[config.mk]
export PLATFORM = sky130hd
export DESIGN_NAME = packet_rx
export DESIGN_NICKNAME = d
export VERILOG_FILES = /design/src/rtl/ethernet_header_pkg.sv /design/src/rtl/crc_gen.sv /design/src/rtl/packet_rx.sv
export SDC_FILE = /design/constraint.sdc
export NUM_CORES = 1
export LEC_CHECK = 0
export ABC_AREA = 1
export BUFFER_PORTS_ARGS = -buffer_cell sky130_fd_sc_hd__buf_2
export CAP_MARGIN = 10
export CORE_ASPECT_RATIO = 1.5
export CORE_MARGIN = 1.5
export CORE_UTILIZATION = 35
export CTS_CLUSTER_SIZE = 12
export DETAILED_ROUTE_END_ITERATION = 8
export PLACE_DENSITY = 0.5
export SLEW_MARGIN = 20
export SYNTH_ARGS = -nofsm -noshare
export SYNTH_HDL_FRONTEND = slang
export SYNTH_HIERARCHICAL = 1
export SYNTH_SLANG_ARGS = --single-unit
[constraint.sdc]
create_clock -name clk -period 2.3 [get_ports clk]
set_input_delay 0.23 -clock clk [delete_from_list [all_inputs] [get_ports clk]]
set_output_delay 0.23 -clock clk [all_outputs]
set_load 0.05 [all_outputs]
[src/rtl/ethernet_header_pkg.sv]
// rtl/ethernet_header_pkg.sv - Ethernet framing types and constants shared by the RMII TX and RX paths
package ethernet_header_pkg;

    typedef struct packed {
        logic [47:0] dest_mac;
        logic [47:0] src_mac;
        logic [15:0] ethertype;
    } ethernet_header;

    localparam int          HEADER_BYTES   = 14;
    localparam int          FCS_BYTES      = 4;
    localparam logic [1:0]  PREAMBLE_DIBIT = 2'b01;
    localparam logic [1:0]  SFD_LAST_DIBIT = 2'b11;
    localparam logic [47:0] BROADCAST_MAC  = 48'hffffffffffff;

    // Wire order puts the first MAC byte in bits [7:0]; the MAC value has it at [47:40].
    function automatic logic [47:0] mac_from_wire(input logic [47:0] w);
        logic [47:0] m;
        for (int i = 0; i < 6; i++) begin
            m[47-8*i -: 8] = w[8*i +: 8];
        end
        return m;
    endfunction

endpackage

[src/rtl/crc_gen.sv]
// rtl/crc_gen.sv - Dibit-serial Ethernet CRC-32 (reflected), crc_out is the complemented FCS value
module crc_gen (
    input  logic        clk,
    input  logic        rst,
    input  logic        crc_en,
    input  logic [1:0]  data_in,
    output logic [31:0] crc_out
);
    localparam logic [31:0] CRC_POLY = 32'hEDB88320;

    logic [31:0] crc_q;
    logic [31:0] crc_d;

    always_comb begin
        crc_d = crc_q;
        if (crc_en) begin
            // data_in[0] is the earlier bit on the wire.
            for (int i = 0; i < 2; i++) begin
                crc_d = {1'b0, crc_d[31:1]} ^ ((crc_d[0] ^ data_in[i]) ? CRC_POLY : 32'h0);
            end
        end
    end

    always_ff @(posedge clk) begin
        if (rst) begin
            crc_q <= 32'hFFFFFFFF;
        end else begin
            crc_q <= crc_d;
        end
    end

    assign crc_out = ~crc_q;

endmodule

[src/rtl/packet_rx.sv]
// rtl/packet_rx.sv - RMII frame receiver: preamble lock, MAC filter, payload to AXI-Stream words, FCS check
module packet_rx #(
    parameter logic [47:0] LOCAL_MAC            = 48'he86a64e7e830,
    parameter int          MII_WIDTH            = 2,
    parameter int          PACKET_PAYLOAD_WORDS = 64,
    parameter int          WORD_BYTES           = 4
) (
    input  logic                    clk,
    input  logic                    rst,
    input  logic                    rx_dv,
    input  logic [MII_WIDTH-1:0]    rxd,
    output logic [WORD_BYTES*8-1:0] m_axis_tdata,
    output logic                    m_axis_tvalid,
    output logic                    m_axis_tlast,
    output logic                    m_axis_tuser,
    input  logic                    m_axis_tready,
    output logic [47:0]             rx_src_mac,
    output logic                    stat_good,
    output logic                    stat_crc_err,
    output logic                    stat_filtered,
    output logic                    stat_abort
);
    import ethernet_header_pkg::*;

    localparam int WORD_W         = WORD_BYTES * 8;
    localparam int BEATS_PER_WORD = WORD_W / MII_WIDTH;
    localparam int HDR_W          = HEADER_BYTES * 8;
    localparam int HDR_BEATS      = HDR_W / MII_WIDTH;
    localparam int DATA_BEATS     = PACKET_PAYLOAD_WORDS * BEATS_PER_WORD;
    localparam int FCS_BEATS      = FCS_BYTES * 8 / MII_WIDTH;
    localparam int CNT_W          = $clog2(DATA_BEATS + 1);
    localparam int WB_W           = $clog2(BEATS_PER_WORD + 1);

    typedef enum logic [2:0] {S_IDLE, S_PREAMBLE, S_HEADER, S_DATA, S_FCS, S_CHECK, S_DROP} state_t;

    state_t                        state_q, state_d;
    logic                          rx_dv_q;
    logic [MII_WIDTH-1:0]          rxd_q;
    logic [CNT_W-1:0]              cnt_q, cnt_d;
    logic [WB_W-1:0]               wbeat_q, wbeat_d;
    // Shift registers omit the oldest dibit; the incoming dibit completes them combinationally.
    logic [HDR_W-MII_WIDTH-1:0]    hdr_q, hdr_d;
    logic [WORD_W-MII_WIDTH-1:0]   word_q, word_d;
    logic [31:0]                   fcs_q, fcs_d;
    logic [WORD_W-1:0]             pend_q, pend_d;
    logic                          pend_valid_q, pend_valid_d;
    logic                          ovf_q, ovf_d;
    logic                          abort_q, abort_d;
    logic [WORD_W-1:0]             tdata_q, tdata_d;
    logic                          tvalid_q, tvalid_d, tlast_q, tlast_d, tuser_q, tuser_d;
    logic [47:0]                   src_mac_q, src_mac_d;
    logic                          good_q, good_d, crc_err_q, crc_err_d;
    logic                          filt_q, filt_d, abort_p_q, abort_p_d;

    logic [HDR_W-1:0]  hdr_shift;
    logic [WORD_W-1:0] word_shift;
    logic [47:0]       dest_mac;
    logic              out_free, fcs_ok, crc_rst, crc_en;
    logic [31:0]       crc_out;

    assign crc_rst = rst || state_q == S_IDLE || state_q == S_PREAMBLE;
    assign crc_en  = state_q == S_HEADER || state_q == S_DATA;

    crc_gen u_crc (
        .clk     (clk),
        .rst     (crc_rst),
        .crc_en  (crc_en),
        .data_in (rxd_q),
        .crc_out (crc_out)
    );

    always_comb begin
        state_d      = state_q;
        cnt_d        = cnt_q + CNT_W'(1);
        wbeat_d      = wbeat_q;
        hdr_d        = hdr_q;
        word_d       = word_q;
        fcs_d        = fcs_q;
        pend_d       = pend_q;
        pend_valid_d = pend_valid_q;
        ovf_d        = ovf_q;
        abort_d      = abort_q;
        tdata_d      = tdata_q;
        tvalid_d     = tvalid_q && !m_axis_tready;
        tlast_d      = tlast_q;
        tuser_d      = tuser_q;
        src_mac_d    = src_mac_q;
        good_d       = 1'b0;
        crc_err_d    = 1'b0;
        filt_d       = 1'b0;
        abort_p_d    = 1'b0;

        hdr_shift  = {rxd_q, hdr_q};
        word_shift = {rxd_q, word_q};
        dest_mac   = mac_from_wire(hdr_shift[47:0]);
        out_free   = !tvalid_q || m_axis_tready;
        fcs_ok     = fcs_q == crc_out;

        // Loss of carrier inside the frame body flushes any pending word as a bad last beat.
        if (!rx_dv_q && (state_q == S_HEADER || state_q == S_DATA || state_q == S_FCS)) begin
            abort_p_d = 1'b1;
            abort_d   = pend_valid_q;
            state_d   = pend_valid_q ? S_CHECK : S_IDLE;
        end else begin
            case (state_q)
                S_IDLE: begin
                    cnt_d        = '0;
                    ovf_d        = 1'b0;
                    abort_d      = 1'b0;
                    pend_valid_d = 1'b0;
                    if (rx_dv_q) begin
                        state_d = (rxd_q == PREAMBLE_DIBIT) ? S_PREAMBLE : S_DROP;
                    end
                end
                S_PREAMBLE: begin
                    cnt_d   = '0;
                    wbeat_d = '0;
                    if (!rx_dv_q) begin
                        state_d = S_IDLE;
                    end else if (rxd_q == SFD_LAST_DIBIT) begin
                        state_d = S_HEADER;
                    end else if (rxd_q != PREAMBLE_DIBIT) begin
                        state_d = S_DROP;
                    end
                end
                S_HEADER: begin
                    hdr_d = hdr_shift[HDR_W-1:MII_WIDTH];
                    if (cnt_q == CNT_W'(HDR_BEATS - 1)) begin
                        cnt_d = '0;
                        if (dest_mac == LOCAL_MAC || dest_mac == BROADCAST_MAC) begin
                            src_mac_d = mac_from_wire(hdr_shift[95:48]);
                            state_d   = S_DATA;
                        end else begin
                            filt_d  = 1'b1;
                            state_d = S_DROP;
                        end
                    end
                end
                S_DATA: begin
                    word_d  = word_shift[WORD_W-1:MII_WIDTH];
                    wbeat_d = wbeat_q + WB_W'(1);
                    if (wbeat_q == WB_W'(BEATS_PER_WORD - 1)) begin
                        wbeat_d      = '0;
                        pend_d       = word_shift;
                        pend_valid_d = 1'b1;
                        if (pend_valid_q) begin
                            if (out_free) begin
                                tdata_d  = pend_q;
                                tvalid_d = 1'b1;
                                tlast_d  = 1'b0;
                                tuser_d  = 1'b0;
                            end else begin
                                ovf_d = 1'b1;
                            end
                        end
                    end
                    if (cnt_q == CNT_W'(DATA_BEATS - 1)) begin
                        cnt_d   = '0;
                        state_d = S_FCS;
                    end
                end
                S_FCS: begin
                    fcs_d = {rxd_q, fcs_q[31:MII_WIDTH]};
                    if (cnt_q == CNT_W'(FCS_BEATS - 1)) begin
                        state_d = S_CHECK;
                    end
                end
                S_CHECK: begin
                    if (out_free) begin
                        tdata_d      = pend_q;
                        tvalid_d     = 1'b1;
                        tlast_d      = 1'b1;
                        tuser_d      = abort_q || ovf_q || !fcs_ok;
                        pend_valid_d = 1'b0;
                        good_d       = !abort_q && fcs_ok;
                        crc_err_d    = !abort_q && !fcs_ok;
                        state_d      = abort_q ? S_IDLE : S_DROP;
                    end
                end
                S_DROP: begin
                    if (!rx_dv_q) begin
                        state_d = S_IDLE;
                    end
                end
                default: state_d = S_IDLE;
            endcase
        end
    end

    always_ff @(posedge clk) begin
        if (rst) begin
            rx_dv_q      <= 1'b0;
            rxd_q        <= '0;
            state_q      <= S_IDLE;
            cnt_q        <= '0;
            wbeat_q      <= '0;
            hdr_q        <= '0;
            word_q       <= '0;
            fcs_q        <= '0;
            pend_q       <= '0;
            pend_valid_q <= 1'b0;
            ovf_q        <= 1'b0;
            abort_q      <= 1'b0;
            tdata_q      <= '0;
            tvalid_q     <= 1'b0;
            tlast_q      <= 1'b0;
            tuser_q      <= 1'b0;
            src_mac_q    <= '0;
            good_q       <= 1'b0;
            crc_err_q    <= 1'b0;
            filt_q       <= 1'b0;
            abort_p_q    <= 1'b0;
        end else begin
            rx_dv_q      <= rx_dv;
            rxd_q        <= rxd;
            state_q      <= state_d;
            cnt_q        <= cnt_d;
            wbeat_q      <= wbeat_d;
            hdr_q        <= hdr_d;
            word_q       <= word_d;
            fcs_q        <= fcs_d;
            pend_q       <= pend_d;
            pend_valid_q <= pend_valid_d;
            ovf_q        <= ovf_d;
            abort_q      <= abort_d;
            tdata_q      <= tdata_d;
            tvalid_q     <= tvalid_d;
            tlast_q      <= tlast_d;
            tuser_q      <= tuser_d;
            src_mac_q    <= src_mac_d;
            good_q       <= good_d;
            crc_err_q    <= crc_err_d;
            filt_q       <= filt_d;
            abort_p_q    <= abort_p_d;
        end
    end

    assign m_axis_tdata  = tdata_q;
    assign m_axis_tvalid = tvalid_q;
    assign m_axis_tlast  = tlast_q;
    assign m_axis_tuser  = tuser_q;
    assign rx_src_mac    = src_mac_q;
    assign stat_good     = good_q;
    assign stat_crc_err  = crc_err_q;
    assign stat_filtered = filt_q;
    assign stat_abort    = abort_p_q;

endmodule

## After elaboration in Yosys (flattened, before gate mapping)

Cells that the tools add are included.

| operators by class | value |
|---|---|
| $add $sub $neg | 2 |
| multipliers | 0 |
| divide/modulo/power cells | 0 |
| order comparisons | 0 |
| eq/ne operators | 28 |
| shift-type cells | 0 |
| mux-type cells | 49 |
| bitwise logic cells | 10 |
| reduce and logical (&&, ||, !) cells | 37 |

Operators with widths:

| operator | count |
|---|---|
| $mux W32 | 5 |
| $eq A48 B48 Y1 const B | 2 |
| $pmux W32 S2 | 1 |
| $xor A31 B32 Y32 | 2 |
| $mux W3 | 14 |
| $mux W11 | 3 |
| $pmux W11 S3 | 1 |
| $eq A32 B32 Y1 | 1 |
| $not A32 Y32 | 1 |
| $pmux W3 S7 | 1 |
| $mux W1 | 17 |
| $reduce_and A4 Y1 | 3 |
| $add A11 B1 Y11 const B | 1 |
| $eq A11 B10 Y1 const B | 1 |
| $eq A11 B4 Y1 const B | 1 |
| $eq A11 B6 Y1 const B | 1 |
| $pmux W5 S2 | 1 |
| $eq A3 B3 Y1 const B | 3 |
| $ne A3 B1 Y1 const B | 3 |
| $logic_or A1 B1 Y1 | 8 |
| $ne A2 B2 Y1 const B | 4 |
| $pmux W1 S2 | 4 |
| $reduce_and A2 Y1 | 4 |
| $reduce_bool A2 Y1 | 4 |
| other kinds (24) | 40 |

| word-level totals | value |
|---|---|
| register bits | 348 |
| bits in latches | 0 |
| memory bits (writable) | 0 |
| ROM bits | 0 |
| input port bits | 6 |
| output and inout port bits | 87 |
| word-level logic and storage cells | 148 |
| memories | 0 |

## Depth between registers and ports, before layout

| logic depth | value |
|---|---|
| depth in word-level cells | 7 |
| mapped depth | 12 |
| depth with buffers taken out | 12 |

## By module

Netlist, hierarchy kept.

Modules (own cells, without submodules):

| module | times used | cells each | area an instance (µm²) | sequential area each (µm²) |
|---|---|---|---|---|
| packet_rx | 1 | 1,599 | 12,359.4 | 6,326.1 |
| crc_gen | 1 | 228 | 1,627.8 | 640.6 |

## Worst setup path after synthesis

OpenSTA, ideal clock, no wires.

| timing | value |
|---|---|
| path kind | input port to flip-flop |
| from | in rst |
| to | reg u_crc.crc_q[0] |
| library setup time | 128 ps |
| data arrival time | 1,595 ps |
| data required time | 2,172 ps |
| setup slack | 577 ps |
| cell stages on the path | 8 |
| buffers on the path | 4 |
| cell sequence | clkbuf_1 clkinv_1 clkbuf_1 clkbuf_1 o21ai_0 clkbuf_1 a21oi_1 o21ai_1 |

| between the ends | value |
|---|---|
| word-level cells in the longest chain between the ends | 2 |

Ends and longest elaborated chain:

| element | RTL line | RTL |
|---|---|---|
| start: declaration | packet_rx.sv:9 | `input logic rst,` |
| $logic_or A1 B1 Y1 (2 in series) | packet_rx.sv:61 | `assign crc_rst = rst \|\| state_q == S_IDLE \|\| state_q == S_PREAMBLE;` |
| named net crc_rst | packet_rx.sv:58 | `logic out_free, fcs_ok, crc_rst, crc_en;` |
| end signal: assignment | crc_gen.sv:28 | `crc_q <= crc_d;` |
| end: declaration | crc_gen.sv:11 | `logic [31:0] crc_q;` |

The timed path passes the listed nets, and every way through them passes these cells.
A chain may end at the register's enable or synchronous reset.

## Worst setup path after layout

| timing | value |
|---|---|
| from | reg wbeat_q[0] |
| to | reg tdata_q[1] (netlist: m_axis_tdata[1]) |

| between the ends | value |
|---|---|
| word-level cells in the longest chain between the ends | 3 |

Ends and longest elaborated chain:

| element | RTL line | RTL |
|---|---|---|
| start: declaration | packet_rx.sv:40 | `logic [WB_W-1:0] wbeat_q, wbeat_d;` |
| start signal: assignment | packet_rx.sv:218 | `wbeat_q <= wbeat_d;` |
| $eq A5 B4 Y1 | packet_rx.sv:142 | `if (wbeat_q == WB_W'(BEATS_PER_WORD - 1)) begin` |
| $ne A2 B1 Y1 (no line) | n/a |  |
| $reduce_and A4 Y1 (no line) | n/a |  |
| end signal: assignment | packet_rx.sv:226 | `tdata_q <= tdata_d;` |
| end: declaration | packet_rx.sv:49 | `logic [WORD_W-1:0] tdata_q, tdata_d;` |

No other way between the ends.

==> results.tsv <==
stage	metric	value	unit
setup_path	required	2.72	ns
run_status	outcome	finished, violations left	
sta	drv_slew	0	
final_layout	num_antenna_cells	0	
die	die_y	247.8	um
final_layout	area_delta_synth_final	14.55	%
final_layout	fin_nets	1890	
pwr	power_frac_clock	0.353	
placement	portBuffers	92	
clocking	clk_pin_slew	0.06	ns
setup_path	path_class	flip-flop to flip-flop	
sta	fin_ws	0.2814	ns
setup_path	critPathTopFamily	simple AND/OR/NAND/NOR gates	
pwr	p_seq_frac	0.439	
die	initial_utilization	0.3548	
global_route	overflow	0	
routing	drcViolationCount	10	
sta	worst_pin_slew	0.5878	ns
setup_path	critPathSlowestCell	dfxtp_1	
clocking	cts-hold-fix-buffers	3	
pwr	p_leak	7.066	nW
synth	synth_seq_cells	348	
pwr	p_int	10.91	mW
setup_path	end_kind	flip-flop	
hold_path	hold_class	input pin to flip-flop	
clocking	clockBufferDepth	3	
setup_path	critPathBufInv	3	
synth	avgSynthCellArea	7.656	um^2
run_status	failed_checks	DRC	
clocking	cts-root-buf	clkbuf_16	
placement	gp_congestion	0.8366	
global_route	antenna_found_initial	0	
routing	viasPerCell	4.789	
final_layout	drive_gt1_frac	0.1467	
setup_path	start_kind	flip-flop	
sta	fmax	0.4954	GHz
clocking	cts_buffers	38	
global_route	grt_first_pass_wirelength	56380	um
setup_path	path_common_cell	nor2_1	
sta	setup_viol	0	
sta	final.setup.tns	0	ns
job	drv_cap	0	
sta	rsz0062_at_grt	no	
die	die_area	0.04120	mm^2
setup_path	crit_fanout	23	
global_route	track_usage	0.1644	
routing	first_pass_iters	9	
synth	ys_warn_count	6	
synth	synth_cell_types	40	
die	coreArea	0.03942	mm^2
synth	yosysSeqAreaShare	0.4981	
die	io_pins	93	
sta	finalHoldViolCount	0	
final_layout	final_cell_mix	nor2_1 (389), dfxtp_1 (348), o21ai_0 (215)	
sta	finalClockSkew	0.01528	ns
clocking	post_cts_buffers	0	
global_route	grt_max_degree	118	
global_route	grt_pass1_vias	11290	
setup_path	cp.arrival	2.44	ns
routing	finalWirelength	33740	um
clocking	post_cts_resized	0	
routing	routedWlPerCell	14.04	um
synth	synth_nets	1835	
sta	min_period	2.019	ns
synth	yosys_most_used_dff	dfxtp_1	
clocking	htreeDepth	2	
synth	async_flop_share	0	
die	rows	89	
pwr	p_per_area	1004	mW/mm^2
routing	num_vias	11500	
synth	postSynthCellCount	1827	
routing	ant_nets	0	
final_layout	layout_commonest_cell	nor2_1	
sta	whs	0.1103	ns
pwr	power.switching	5.168	mW
pwr	switching_share	0.3214	
sta	fin_crit_sh	0.8777	
synth	syn_area	0.01399	mm^2
clocking	cts_tree	yes	
sta	slew_headroom	0.6082	
placement	dpl_worst_slack	0.2705	ns
routing	drt_iter0_drc	701	
clocking	clk_latency	0.53	ns
placement	dp_hpwl	21110	um
clocking	cts_sinks	348	
pwr	p_comb_frac	0.208	
setup_path	cpPeakStageDelay	0.37	ns
pwr	peakVddDrop	0.5004	mV
synth	synth-edff-count	0	
setup_path	path_cells	ha_1, nand2_1, nor2_1, inv_2, nor2_1, inv_1, o21ai_2, nand4_4, buf_4, o21ai_0, nor2_1	
die	die-width	166.2	um
final_layout	fin_util	0.4064	
metrics by stage:
step	std cells	area (um^2)	power, mW
finish	2402	16020	16.08
global route	2402	16020	17.01
CTS	2402	16020	16.34
detailed placement	2339	14870	10.56
global placement	2339	14870	10.52
floorplan	1827	13990	9.699
cell usage after synthesis (2+ instances only):
library cell / count / area share
inv_1: 131 / 0.035
a21oi_2: 2 / 0.0013
buf_1: 3 / 0.00081
ha_1: 2 / 0.0018
buf_2: 28 / 0.010
nor3_1: 35 / 0.013
nor2_4: 3 / 0.0024
nand3_1: 40 / 0.014
a211oi_2: 17 / 0.015
or2_2: 6 / 0.0027
inv_2: 16 / 0.0043
nor2_1: 390 / 0.10
nand2_2: 6 / 0.0027
nand2_8: 2 / 0.0029
xor2_1: 3 / 0.0019
xor2_2: 8 / 0.0093
o21ai_1: 21 / 0.0075
a21oi_1: 181 / 0.065
o21ai_0: 216 / 0.077
xnor2_1: 18 / 0.011
clkbuf_1: 62 / 0.017
buf_6: 3 / 0.0024
dfxtp_1: 348 / 0.50
nand3b_1: 3 / 0.0016
nand2_1: 204 / 0.055
clkinv_1: 2 / 0.00054
nand4_1: 12 / 0.0054
buf_4: 12 / 0.0064
nor2_2: 22 / 0.0098
nor3_2: 21 / 0.015
flip-flops by register name, summed over array words and instances, names as in the netlist, 2 cells and up:
signal        count
wbeat_q           5
rx_src_mac       48
u_crc/crc_q      32
m_axis_tdata     32
state_q           3
hdr_q           110
pend_q           32
word_q           30
cnt_q            11
fcs_q            32
rxd_q             2
worst paths after layout:
| path | start | slack, ns | endpoint | cells past startpoint |
|---|---|---|---|---|
| worst max-delay path | wbeat_q[0] | 0.28 | m_axis_tdata[1] | 11 |
| worst min-delay path | rst | 0.11 | state_q[1] | 4 |
| worst max register to register | wbeat_q[0] | 0.28 | m_axis_tdata[1] | 11 |
| worst min register to register | cnt_q[0] | 0.45 | cnt_q[0] | 1 |
kinds of logic (layout without fill, tap and decap cells):
family | after synthesis | count (layout) | synth area share
AOI/OAI and AO/OA | 443 | 443 | 0.1694
adders and majority gates | 2 | 2 | 0.001789
DFF | 348 | 348 | 0.4981
xor gates and xnor gates | 29 | 29 | 0.02245
and+or+nand+nor | 748 | 748 | 0.2320
buffers and inverters | 257 | 332 | 0.07630
metal layers:
metal / GRT usage / wire length [um] / part of all wire / vias up
met3: 0.02615 / 1160 / 0.034 / 57
met4: 0.05909 / 896 / 0.027 / 0
li1: - / - / - / 5984
met1: 0.2016 / 15350 / 0.46 / 5293
met5: 0 / 0 / 0 / -
met2: 0.2920 / 16330 / 0.48 / 169
worst min-delay path: stages:
cell and delay (ns):
buf_4 0.12, inv_4 0.11, nand2_1 0.10, nor2_1 0.04
power groups by stage:
stage	logic, mW	registers, mW	clock network, mW
finish	3.34	7.06	5.68
global route	3.80	7.14	6.07
CTS	3.39	7.06	5.89
detailed placement	3.37	7.19	0
global placement	3.35	7.17	0
floorplan	2.10	7.60	0
final cells by class:
cell class                 instances  area, um^2
timing repair buffer             123       778.2
tap                              500       625.6
inverter                         149       563.0
clock inverter                     7       70.07
multi-input combinational       1222        5969
sequential                       348        6967
fill                            4117       23400
clock buffer                      53        1049
Note: power is estimated with default switching activity, not from simulation.
